`src/rtl/pin_lock_ctrl.sv`:
```
// PIN lock sequencing controller.
// Steps the digit index through a 4-digit entry and latches a sticky mismatch.
// After the 4th digit it either opens the lock for a timed window or records a failure.
// Too many consecutive failures impose a timed lockout.
module pin_lock_ctrl #(
  parameter int unsigned MAX_TRIES      = 3,
  parameter int unsigned UNLOCK_CYCLES  = 500,
  parameter int unsigned LOCKOUT_CYCLES = 1000
) (
  input  logic       clk,
  input  logic       rst_n,
  input  logic       enter,
  input  logic       cancel,
  input  logic       correct_digit,
  output logic [1:0] digit_idx,
  output logic       unlocked,
  output logic       locked_out,
  output logic [1:0] fail_count,
  output logic       error
);

  localparam int unsigned MaxCycles =
      (UNLOCK_CYCLES > LOCKOUT_CYCLES) ? UNLOCK_CYCLES : LOCKOUT_CYCLES;
  // The timer only ever holds N-1, so clog2(N) bits are enough.
  localparam int unsigned TimerW = (MaxCycles > 1) ? $clog2(MaxCycles) : 1;

  localparam logic [TimerW-1:0] UnlockLoad  = TimerW'(UNLOCK_CYCLES - 1);
  localparam logic [TimerW-1:0] LockoutLoad = TimerW'(LOCKOUT_CYCLES - 1);
  localparam logic [1:0]        MaxTriesV   = 2'(MAX_TRIES);
  localparam logic [2:0]        MaxTriesW   = 3'(MAX_TRIES);

  localparam logic [1:0] StEntry   = 2'd0;
  localparam logic [1:0] StOpen    = 2'd1;
  localparam logic [1:0] StLockout = 2'd2;

  logic [1:0]        state_q, state_d;
  logic [1:0]        idx_q, idx_d;
  logic              mismatch_q, mismatch_d;
  logic [1:0]        fail_q, fail_d;
  logic [TimerW-1:0] timer_q, timer_d;
  logic              unlocked_q, unlocked_d;
  logic              locked_out_q, locked_out_d;
  logic              error_q, error_d;
  logic              entry_bad;

  // The verdict counts the final digit's check along with any earlier mismatch.
  assign entry_bad = mismatch_q | ~correct_digit;

  // Next-state logic for the entry / open / lockout sequencing.
  always_comb begin
    state_d      = state_q;
    idx_d        = idx_q;
    mismatch_d   = mismatch_q;
    fail_d       = fail_q;
    timer_d      = timer_q;
    unlocked_d   = unlocked_q;
    locked_out_d = locked_out_q;
    error_d      = 1'b0;

    case (state_q)
      StEntry: begin
        if (cancel) begin
          // Cancel wins over a simultaneous enter.
          idx_d      = 2'd0;
          mismatch_d = 1'b0;
        end else if (enter) begin
          if (idx_q != 2'd3) begin
            idx_d      = idx_q + 2'd1;
            mismatch_d = mismatch_q | ~correct_digit;
          end else begin
            idx_d      = 2'd0;
            mismatch_d = 1'b0;
            if (!entry_bad) begin
              state_d    = StOpen;
              unlocked_d = 1'b1;
              fail_d     = 2'd0;
              timer_d    = UnlockLoad;
            end else begin
              error_d = 1'b1;
              if (({1'b0, fail_q} + 3'd1) >= MaxTriesW) begin
                state_d      = StLockout;
                locked_out_d = 1'b1;
                fail_d       = MaxTriesV;
                timer_d      = LockoutLoad;
              end else begin
                fail_d = fail_q + 2'd1;
              end
            end
          end
        end
      end

      StOpen: begin
        if (timer_q == '0) begin
          state_d    = StEntry;
          unlocked_d = 1'b0;
        end else begin
          timer_d = timer_q - 1'b1;
        end
      end

      StLockout: begin
        if (timer_q == '0) begin
          state_d      = StEntry;
          locked_out_d = 1'b0;
          fail_d       = 2'd0;
        end else begin
          timer_d = timer_q - 1'b1;
        end
      end

      default: begin
        state_d      = StEntry;
        idx_d        = 2'd0;
        mismatch_d   = 1'b0;
        fail_d       = 2'd0;
        timer_d      = '0;
        unlocked_d   = 1'b0;
        locked_out_d = 1'b0;
      end
    endcase
  end

  // State and registered outputs; reset clears everything, including lockout.
  always_ff @(posedge clk or negedge rst_n) begin
    if (!rst_n) begin
      state_q      <= StEntry;
      idx_q        <= 2'd0;
      mismatch_q   <= 1'b0;
      fail_q       <= 2'd0;
      timer_q      <= '0;
      unlocked_q   <= 1'b0;
      locked_out_q <= 1'b0;
      error_q      <= 1'b0;
    end else begin
      state_q      <= state_d;
      idx_q        <= idx_d;
      mismatch_q   <= mismatch_d;
      fail_q       <= fail_d;
      timer_q      <= timer_d;
      unlocked_q   <= unlocked_d;
      locked_out_q <= locked_out_d;
      error_q      <= error_d;
    end
  end

  assign digit_idx  = idx_q;
  assign unlocked   = unlocked_q;
  assign locked_out = locked_out_q;
  assign fail_count = fail_q;
  assign error      = error_q;

endmodule
```
`config.mk`:
```
export PLATFORM = sky130hd
export DESIGN_NAME = pin_lock_ctrl
export DESIGN_NICKNAME = d
export VERILOG_FILES = /design/src/rtl/pin_lock_ctrl.sv
export SDC_FILE = /design/constraint.sdc
export NUM_CORES = 1
export LEC_CHECK = 0
export CAP_MARGIN = 25
export CELL_PAD_IN_SITES_DETAIL_PLACEMENT = 0
export CELL_PAD_IN_SITES_GLOBAL_PLACEMENT = 1
export CORE_MARGIN = 4
export CORE_UTILIZATION = 43
export CTS_CLUSTER_DIAMETER = 40
export DETAILED_ROUTE_END_ITERATION = 10
export PLACE_DENSITY = 0.82
export SYNTH_ARGS = -nofsm -noshare
export SYNTH_HDL_FRONTEND = slang
export SYNTH_SLANG_ARGS = --single-unit
export TNS_END_PERCENT = 50
```
`constraint.sdc`:
```
create_clock -name clk -period 3.4 [get_ports clk]
set_clock_uncertainty 0.2 [all_clocks]
set_input_delay 0.68 -clock clk [delete_from_list [all_inputs] [get_ports clk]]
set_output_delay 0.68 -clock clk [all_outputs]
set_load 0.05 [all_outputs]
```
Word-level counts from Yosys, hierarchy flattened
Cells that the tools add are included.

cells by class
  order comparisons = 1
  bitwise gates (word level) = 5
  reduce and logical (&&, ||, !) cells = 9
  mux-type cells = 45
  eq/ne operators = 15
  add/sub/neg operators = 4

operator list
  kind                     count
  $mux W10                 6
  $mux W2                  14
  $ne A2 B2 Y1 const B     10
  $pmux W10 S2             1
  $mux W1                  18
  $reduce_and A5 Y1        3
  $logic_not A10 Y1        1
  $sub A10 B1 Y10 const B  1
  $pmux W2 S2              2
  $reduce_and A7 Y1        1
  $ne A3 B3 Y1 const B     2
  $pmux W1 S3              2
  $pmux W2 S3              1
  $reduce_and A6 Y1        1
  $add A2 B1 Y2 const B    2
  $not A1 Y1               4
  $add A2 B1 Y3 const B    1
  $ge A3 B2 Y1 const B     1
  $eq A2 B1 Y1 const B     1
  $eq A2 B2 Y1 const B     1
  $logic_not A2 Y1         1
  $ne A2 B1 Y1 const B     1
  $pmux W1 S2              1
  $reduce_and A2 Y1        1
  other kinds (2)          2

word-level totals
  logic and storage cells = 87
  bits in registers = 20
  input bits = 5

Depth between registers and ports, before layout
Gate-level depths: netlist (run 1).

  depth after elaboration = 8
  mapped depth = 7
  depth with buffers taken out = 6

Worst setup path before layout (run 1)
OpenSTA, ideal clock, no wires.

  path type = register -> register
  from = register state_q[0]
  to = register timer_q[1]
  arrival = 2.125 ns
  path slack = 0.950 ns
  stages on the path, launching flop included = 8
  library setup time = 0.125 ns
  buffers on the path = 1
  data required time = 3.075 ns
  cells stage by stage = dfrtp_1 -> inv_1 -> ha_1 -> clkinv_1 -> nor3_1 -> or3_1 -> buf_2 -> mux2_2

on the way
  longest elaborated chain between the ends = 4
  elaborated cells on any way between the ends = 11

ends and longest elaborated chain
  what                                                 line  source
  from (decl)                                          36    logic [1:0] state_q, state_d;
  from (signal assigned)                               127   state_q <= StEntry;
  from (signal assigned)                               136   state_q <= state_d;
  $eq A2 B2 Y1 / $eq A2 B1 Y1 (equally long branches)  60    case (state_q)
  $reduce_or A2 Y1 (no line)                           -
  $ne A2 B2 Y1 (no line)                               -
  $reduce_and A5 Y1 (no line)                          -
  to (signal assigned)                                 140   timer_q <= timer_d;
  to (decl)                                            40    logic [TimerW-1:0] timer_q, timer_d;

Parallel ways exist; a longest one is shown, timed or not.
A chain may end at the register's enable or synchronous reset.

Final worst setup path (run 1)
  from = register timer_q[0]
  to = register timer_q[1]

on the way
  longest elaborated chain between the ends = 3
  elaborated cells on any way between the ends = 6

ends and longest elaborated chain
  what
  $sub A10 B1 Y10 / $logic_not A10 Y1 (equally long branches)
  $mux W10 / $ne A2 B2 Y1 (equally long branches)
  $pmux W10 S2 / $reduce_and A5 Y1 (equally long branches)

Parallel ways exist; a longest one is shown, timed or not. The select of a mux whose other input is x is not followed.

==> results of run 1 <==
==> layout by cell type (no fill, tap or decap), types with 4 or more instances in the layout <==
cell / netlist / final
dfrtp_1: 20 / 20
clkdlybuf4s50_1: 0 / 11
a21oi_1: 9 / 9
inv_1: 8 / 8
o21ai_0: 8 / 8
nor2_1: 7 / 7
nand2b_1: 6 / 6
ha_1: 6 / 6
nand2_1: 5 / 5
o41ai_1: 5 / 5
nor3_1: 4 / 4
==> cell families after synthesis <==
logic type	after synthesis	synth area share, %
AOI/OAI and AO/OA	39	22.5
muxes	4	3.51
buffers and inverters	13	4.23
and+or+nand+nor	39	20.8
xor gates and xnor gates	2	1.45
DFF	20	41.3
adders and majority gates	6	6.19
==> critical path: cells and delay by family (launching register included) <==
family | cells | cell delay (ns)
simple gates | 3 | 1.24
buf+inv | 1 | 0.08
mux | 1 | 0.36
fa+ha+maj | 1 | 0.26
flops | 1 | 0.41
==> registers in the layout, indices dropped and copies added (netlist names) <==
signal and flops:
locked_out 1, unlocked 1, state_q 2, mismatch_q 1
fail_count 2, digit_idx 2, timer_q 10, error 1
==> metrics by stage <==
stage	hold WS, ns	total power [mW]	setup WS, ns
finish	0.327	1.36	0.739
global route	0.377	1.48	0.606
CTS	0.332	1.37	0.724
detailed placement	0.304	1.22	0.379
global placement	0.283	1.22	0.531
floorplan	0.184	1.02	0.950
==> power by group through the flow <==
stage	logic (mW)	registers [mW]	clock network, mW
detailed placement	0.797	0.425	0
floorplan	0.539	0.483	0
CTS	0.799	0.420	0.149
global route	0.886	0.434	0.163
global placement	0.795	0.421	0
finish	0.798	0.420	0.141
==> area by class of cell <==
type / count / share of cell area, %
clock buffers: 4 / 2.62
inverters: 9 / 2.44
multi-input cells: 90 / 47.7
flip-flops and latches: 20 / 36.1
well taps: 30 / 2.71
repair buffers: 12 / 8.48
==> path summary, 6_finish.rpt <==
kind | endpoint | slack [ns] | startpoint | depth (start not counted)
setup / recovery | timer_q[1] | 0.74 | timer_q[0] | 6
hold / removal | mismatch_q | 0.33 | mismatch_q | 2
setup reg to reg | timer_q[1] | 0.74 | timer_q[0] | 6
hold reg to reg | mismatch_q | 0.33 | mismatch_q | 2
max in group asynchronous | timer_q[0] | 1.80 | rst_n | 1
min in group asynchronous | digit_idx[1] | 0.66 | rst_n | 1
==> layer usage <==
layer	vias to the layer above	part of all wire (%)	wire length [µm]
li1	490	-	-
met5	-	0	0
met2	21	45	1200
met4	0	1.1	29
met1	498	50	1330
met3	4	3.5	93
==> cell usage after synthesis, types with 2 or more instances <==
library cell	n	area, µm²
and2_1	2	12.5
o41ai_1	5	43.8
a2bb2oi_1	2	17.5
nor4b_1	2	17.5
nand2b_1	6	37.5
nor3_1	4	20.0
mux2i_1	2	20.0
o31ai_1	2	15.0
inv_1	8	30.0
buf_2	2	10.0
nor2b_1	2	12.5
dfrtp_1	20	500
mux2_2	2	22.5
ha_1	6	75.1
o2bb2ai_1	2	17.5
or4_1	2	15.0
a31oi_1	3	18.8
a21oi_1	9	45.0
or4b_1	2	20.0
nand2_1	5	18.8
o311ai_0	3	26.3
nor2_1	7	26.3
o21ai_0	8	40.0
clkbuf_1	2	7.51
==> metrics list, run 1 <==
- In this run the tool buffered the top-level ports with 11 buffer cells.
- Global-route wire length before repair: 4.66 mm
- After detailed placement, the total cell area comes to about 1400 µm².
* Transition at the pin with the smallest max-transition slack: around 0.89 ns
- Initial antenna violation count: 0
* Data required, critical path: 3.40 ns
- Final #Nets: 147
* Non-Filler Cell Area, Final: between 1000 and 1500 µm²
- Measured along the x axis, the die boundary spans 61.1 µm.
* Total nets after synthesis: roughly 130
* Post-synthesis async set-or-reset flop share: 100%
- Detailed-route via count: 1,013
- Met1 layer usage reported by global route: 23.7%
- Number of cells after detailed placement: 161
- In this run the number of H-tree levels came out at 1.
* Post-detail-place hpwl: 2.00 mm
- Number of DRC violations after detailed-routing iteration 0: 46
- Counting flops with a built-in enable in the synthesized netlist gives 0.
- Setup repair after global routing left no endpoint under its margin.
- Derived from the worst setup path, the maximum achievable clock frequency is 376 MHz.
- The flow ran to the end, and the final reports show no timing, DRC or antenna violations.
- Yosys cell types: 39
- In this run, post-CTS repair resized a total of 0 instances.
- Total standard cell area after synthesis: 1210 µm²
- Post-route ant nets: 0
- TritonRoute pass-1 iters: 4
* Highest-delay cell along the critical path: or4b_1
* Largest fanout of any net on the critical path: 8
* Post-route clock period utilization: between 70% and 80%
* Area occupied by registers: 500 µm²
* Share of total power in the clock network: 10.4%
- The tightest min-delay check is of the flop to flop type.
* Net switching share of the total power: 48.6%
- The die covers 3730 µm².
- For met3 alone, demand over resource in global routing was 2.73%.
* Total GRT Usage: 16.8%
- The analysis attributes to cell leakage a power of approximately 0.58 nW.
* Sequential cell area fraction in the yosys report: 41.3%
- Once the clock tree was built, the setup fixing pass inserted 0 buffers.
- Of the cells placed in the final design, the portion with a size suffix greater than 1 is 8.15%.
- The share of total power dissipated in combinational logic is around 59%.
- Of the total power, registers draw 30.9%.
- Total Neg Setup Slack: 0 ns
- Max Slew Vio Count: 0
- Number of buffers added by the clock tree synthesis step: 3
- In this run the standard cell core region covers 2590 µm².
* Cell-by-cell trace of the critical path: inv_1 -> ha_1 -> or4b_1 -> nor4_4 -> or3_1 -> mux2_2
- Sort of element at the end of the critical path: flop
* Final-report hold violation count: 0
- Register bit total from synthesis: 20
- Average via count per standard cell: 6.14
* Routability cong.: approximately 0.84
* Master cell of the clock root buffer: clkbuf_4
- In the synthesized netlist, the number of instances is 123.
- Remaining global-route overflow: 0
- The count of cells in the finished layout, fillers not included, comes to 165.
- The worst pin sits at a relative slew slack of 40.5%.
- The initial utilization of the core area, before any placement, comes to 46.8%.
- Entering global routing, the biggest net connects 21 pins.
- Grt peak-use layer: met2
* Worst stage delay on the critical path: between 0.5 and 0.6 ns
- The final layout contains routed wiring with a total length of 2.65 mm.
- Final min period: 2.66 ns
- Clock tree from TritonCTS: done
- 0 antenna diodes ended up in the layout.
- The die is 61.1 µm tall.
- Routed WL per cell: around 16 µm
- Total number of clock tree sinks: 20
- Yosys printed 0 warnings.
- Power per Cell Area: ~980 nW/µm²
* Net switching component of the power: between 600 and 700 µW
- The floorplan has 18 rows.
* Clock transition at the register clock pins on the worst setup and hold paths after CTS: 0.11 ns
- Via count of the first global-routing pass: 997
* Critical setup path kind: flop to flop
* VDD IR-drop max: 702 µV
* Maximum Capacitance Violations: 0
- Most common flop cell mapped by yosys: dfrtp_1
- Number of DRC violations after detailed routing: 0
- STA puts the critical path data arrival time at between 2 and 3 ns.
- The internal power of the cells totals 699 µW.
- Relative to the synthesized area, the layout overhead comes to 14.3%.
- The number of hold buffers added after CTS was 0.
- Setup violations remaining at the end of the flow were counted as 0.
* Post-synthesis area per instance: 9.86 µm²
- At the end of the flow the core is filled with cells to 53.5%.
- After filler insertion, the fill cell instance count of the layout stands at 240.
- The multi-input combinational cells in the finished layout cover a total of around 660 µm².
- Global routing consumed, on the met2 layer, 25.2% of the routing resources.
* Clock Tree Buf Depth: 2
- Type of origin of the critical path: flop
- For the worst-skew pair, the clock arrives at the later sink with an insertion delay of 0.31 ns.
* Number of I/O pins: 12
No activity file was read; power rests on OpenSTA's default activity.
==> run 2: changes to the inputs <==
==> constraint.sdc (replaced) <==
create_clock -name clk -period 2.6 [get_ports clk]
set_clock_uncertainty 0.2 [all_clocks]
set_input_delay 0.52 -clock clk [delete_from_list [all_inputs] [get_ports clk]]
set_output_delay 0.52 -clock clk [all_outputs]
set_load 0.05 [all_outputs]
==> metrics list, run 2 (synthesis gave the netlist of run 1 again) <==
- The core region is 2590 µm².
- Maximum Capacitance Violations: 0
- The critical path is of the flop to flop type.
- Commonest non-fill, non-tap cells in the layout: dfrtp_1 (20), buf_4 (13), clkdlybuf4s50_1 (11)
* Placement row count: 18
- CTS built an H-tree with a depth of 1.
- Capture point of the worst reg-to-reg path: unlocked
- Global routing used between 20% and 30% of the available met2 tracks.
- Area Overhead vs Synth: 21.8%
* Drt total wl: between 2 and 3 mm
- Power spread over the standard cell area amounts to 1290 nW/µm².
- Setup repair after global routing missed its margin: no
- Number of setup buffers added after CTS: 0
- Via count of the first global-routing pass: 998
* Routed WL per cell: 15.8 µm
* Post-detail-place hpwl: 2.14 mm
* Met3 Usage GRT: 3.98%
* Transition at the pin with the smallest max-transition slack: 0.631 ns
- Total GRT Usage: 17.1%
- Reg with most FFs: timer_q
- The worst setup path is captured at a flop.
- CTS Hold Buffers Added: 0
- Initial antenna violation count: 0
* Initial core utilization: 46.8%
- Leak Pwr: 0.635 nW
- Max Slew Vio Count: 0
- In this run, post-CTS repair resized a total of 0 instances.
* Data required, critical path: approximately 2.6 ns
- Along the worst path, the maximum fanout reaches 7.
- Type of origin of the critical path: flop
- The first TritonRoute pass finished after 4 iterations.
- Master cell of the clock root buffer: clkbuf_4
- The clock drives 20 sinks.
- Layout cells sized above 1: 15.6%
* Type of the worst min-delay path: flop to flop
- The register with the most flip-flops in the layout has 10 of them.
- Die width: 61.1 µm
- The repair_antennas step left the layout with diodes totalling 0.
* Remaining global-route overflow: 0
* DIE HEIGHT: 61.1 µm
* Maximum number of pins on one net before global-route repair: 21
- FF-to-FF setup slack: ~0.18 ns
- After clock tree synthesis, the clock-pin slew on the worst setup and hold paths is roughly 0.12 ns.
- The first global-routing pass estimated 4.81 mm of wire.
* Clock Tree Buf Depth: 2
- Final-report hold violation count: 0
* Arr. time, crit path: 2.46 ns
- Worst-Skew Late Latency: 0.30 ns
* Timing-limited maximum frequency: between 400 and 500 MHz
- The die covers between 3000 and 4000 µm².
- After global routing, the most crowded layer is met1.
- The worst path in the final design needs a cycle of 2.42 ns, including I/O delays and setup.
* Critical Path End: unlocked
- Met1 layer usage reported by global route: 26.3%
- The critical path starts at timer_q[3].
- At the end of the flow, the number of nets in the layout was 159.
- Once detail routing completed, the nets flagged for antenna violations numbered 0.
* Detailed-route via count: 1,065
* Total Neg Setup Slack: 0 ns
- TritonCTS built the clock tree.
- Number of buffers added by the clock tree synthesis step: 3
- Number of DRC violations after detailed routing: 0
- Endpoints failing setup: 0
- Dividing the detail-routed via count by the number of cells gives around 6.
- At the end of routability-driven placement, the weighted congestion stood at 0.858.
- Origin of the critical flop-to-flop path: timer_q[3]
* Worst-case reg-to-reg path depth: 4
* Worst-case hold slack: approximately 0.32 ns
- For this block, the initial DRC count from the detailed router was 36.
- 12 I/O pins were placed.
- Leaving out fill and tap cells, the most frequent cell in the layout is dfrtp_1.
- The worst pin sits at a relative slew slack of 57.6%.
- Run status: finished clean
* Post-route clock period utilization: 93.1%
- Port buffering added 11 buffers.
- VDD IR-drop max: between 700 and 800 µV
run 2: changes by cell type in the layout (fill, tap and decap cells not counted), sizes merged:
cell / change
buf: +12
run 2: worst max-delay path, cell delays in order (launching register included):
cell and delay [ns]:
dfrtp_1 0.45, or4_1 0.70, or3_4 0.45, a2111oi_2 0.39, a2bb2oi_1 0.18
run 2: layer usage:
metal	vias up	wire [µm]
li1	513	-
met1	506	1400
met2	42	1220
met3	4	152
met4	0	27
met5	-	0
run 2: area by class of cell:
cell class | instances | area (µm²)
Sequential cell | 20 | 500
Inverter | 9 | 33.8
Clock buffer | 4 | 36.3
Tap cell | 30 | 37.5
Timing Repair Buffer | 24 | 208
Multi-Input combinational cell | 90 | 661
Fill cell | 231 | 1110
run 2: where the power goes:
| part | switching, mW | internal (mW) | total (mW) |
|---|---|---|---|
| clock | 0.0998 | 0.0854 | 0.185 |
| combinational | 0.682 | 0.491 | 1.17 |
| sequential | 0.116 | 0.433 | 0.549 |
run 2: how the worst min path moves through the flow:
stage / startpoint / endpoint / slack, ns / cells after the start
floorplan: rst_n / digit_idx[0] / 0.02 / 0
global placement: mismatch_q / mismatch_q / 0.28 / 2
detailed placement: mismatch_q / mismatch_q / 0.31 / 2
CTS: mismatch_q / mismatch_q / 0.33 / 2
global route: rst_n / timer_q[6] / 0.35 / 2
finish: mismatch_q / mismatch_q / 0.32 / 2
run 2: per-stage QoR:
| step | util, % | cells | setup WS (ns) | instance area (µm²) | power, mW |
|---|---|---|---|---|---|
| 2_1_floorplan | - | 123 | 0.150 | 1210 | 1.34 |
| 3_3_place_gp | 55.6 | 173 | 0.0936 | 1440 | 1.70 |
| 3_5_place_dp | 55.6 | 173 | 0.0673 | 1440 | 1.72 |
| 4_1_cts | 57.0 | 177 | 0.173 | 1480 | 1.91 |
| 5_1_grt | 57.0 | 177 | 0.0252 | 1480 | 2.08 |
| 6_report | 57.0 | 177 | 0.179 | 1480 | 1.91 |
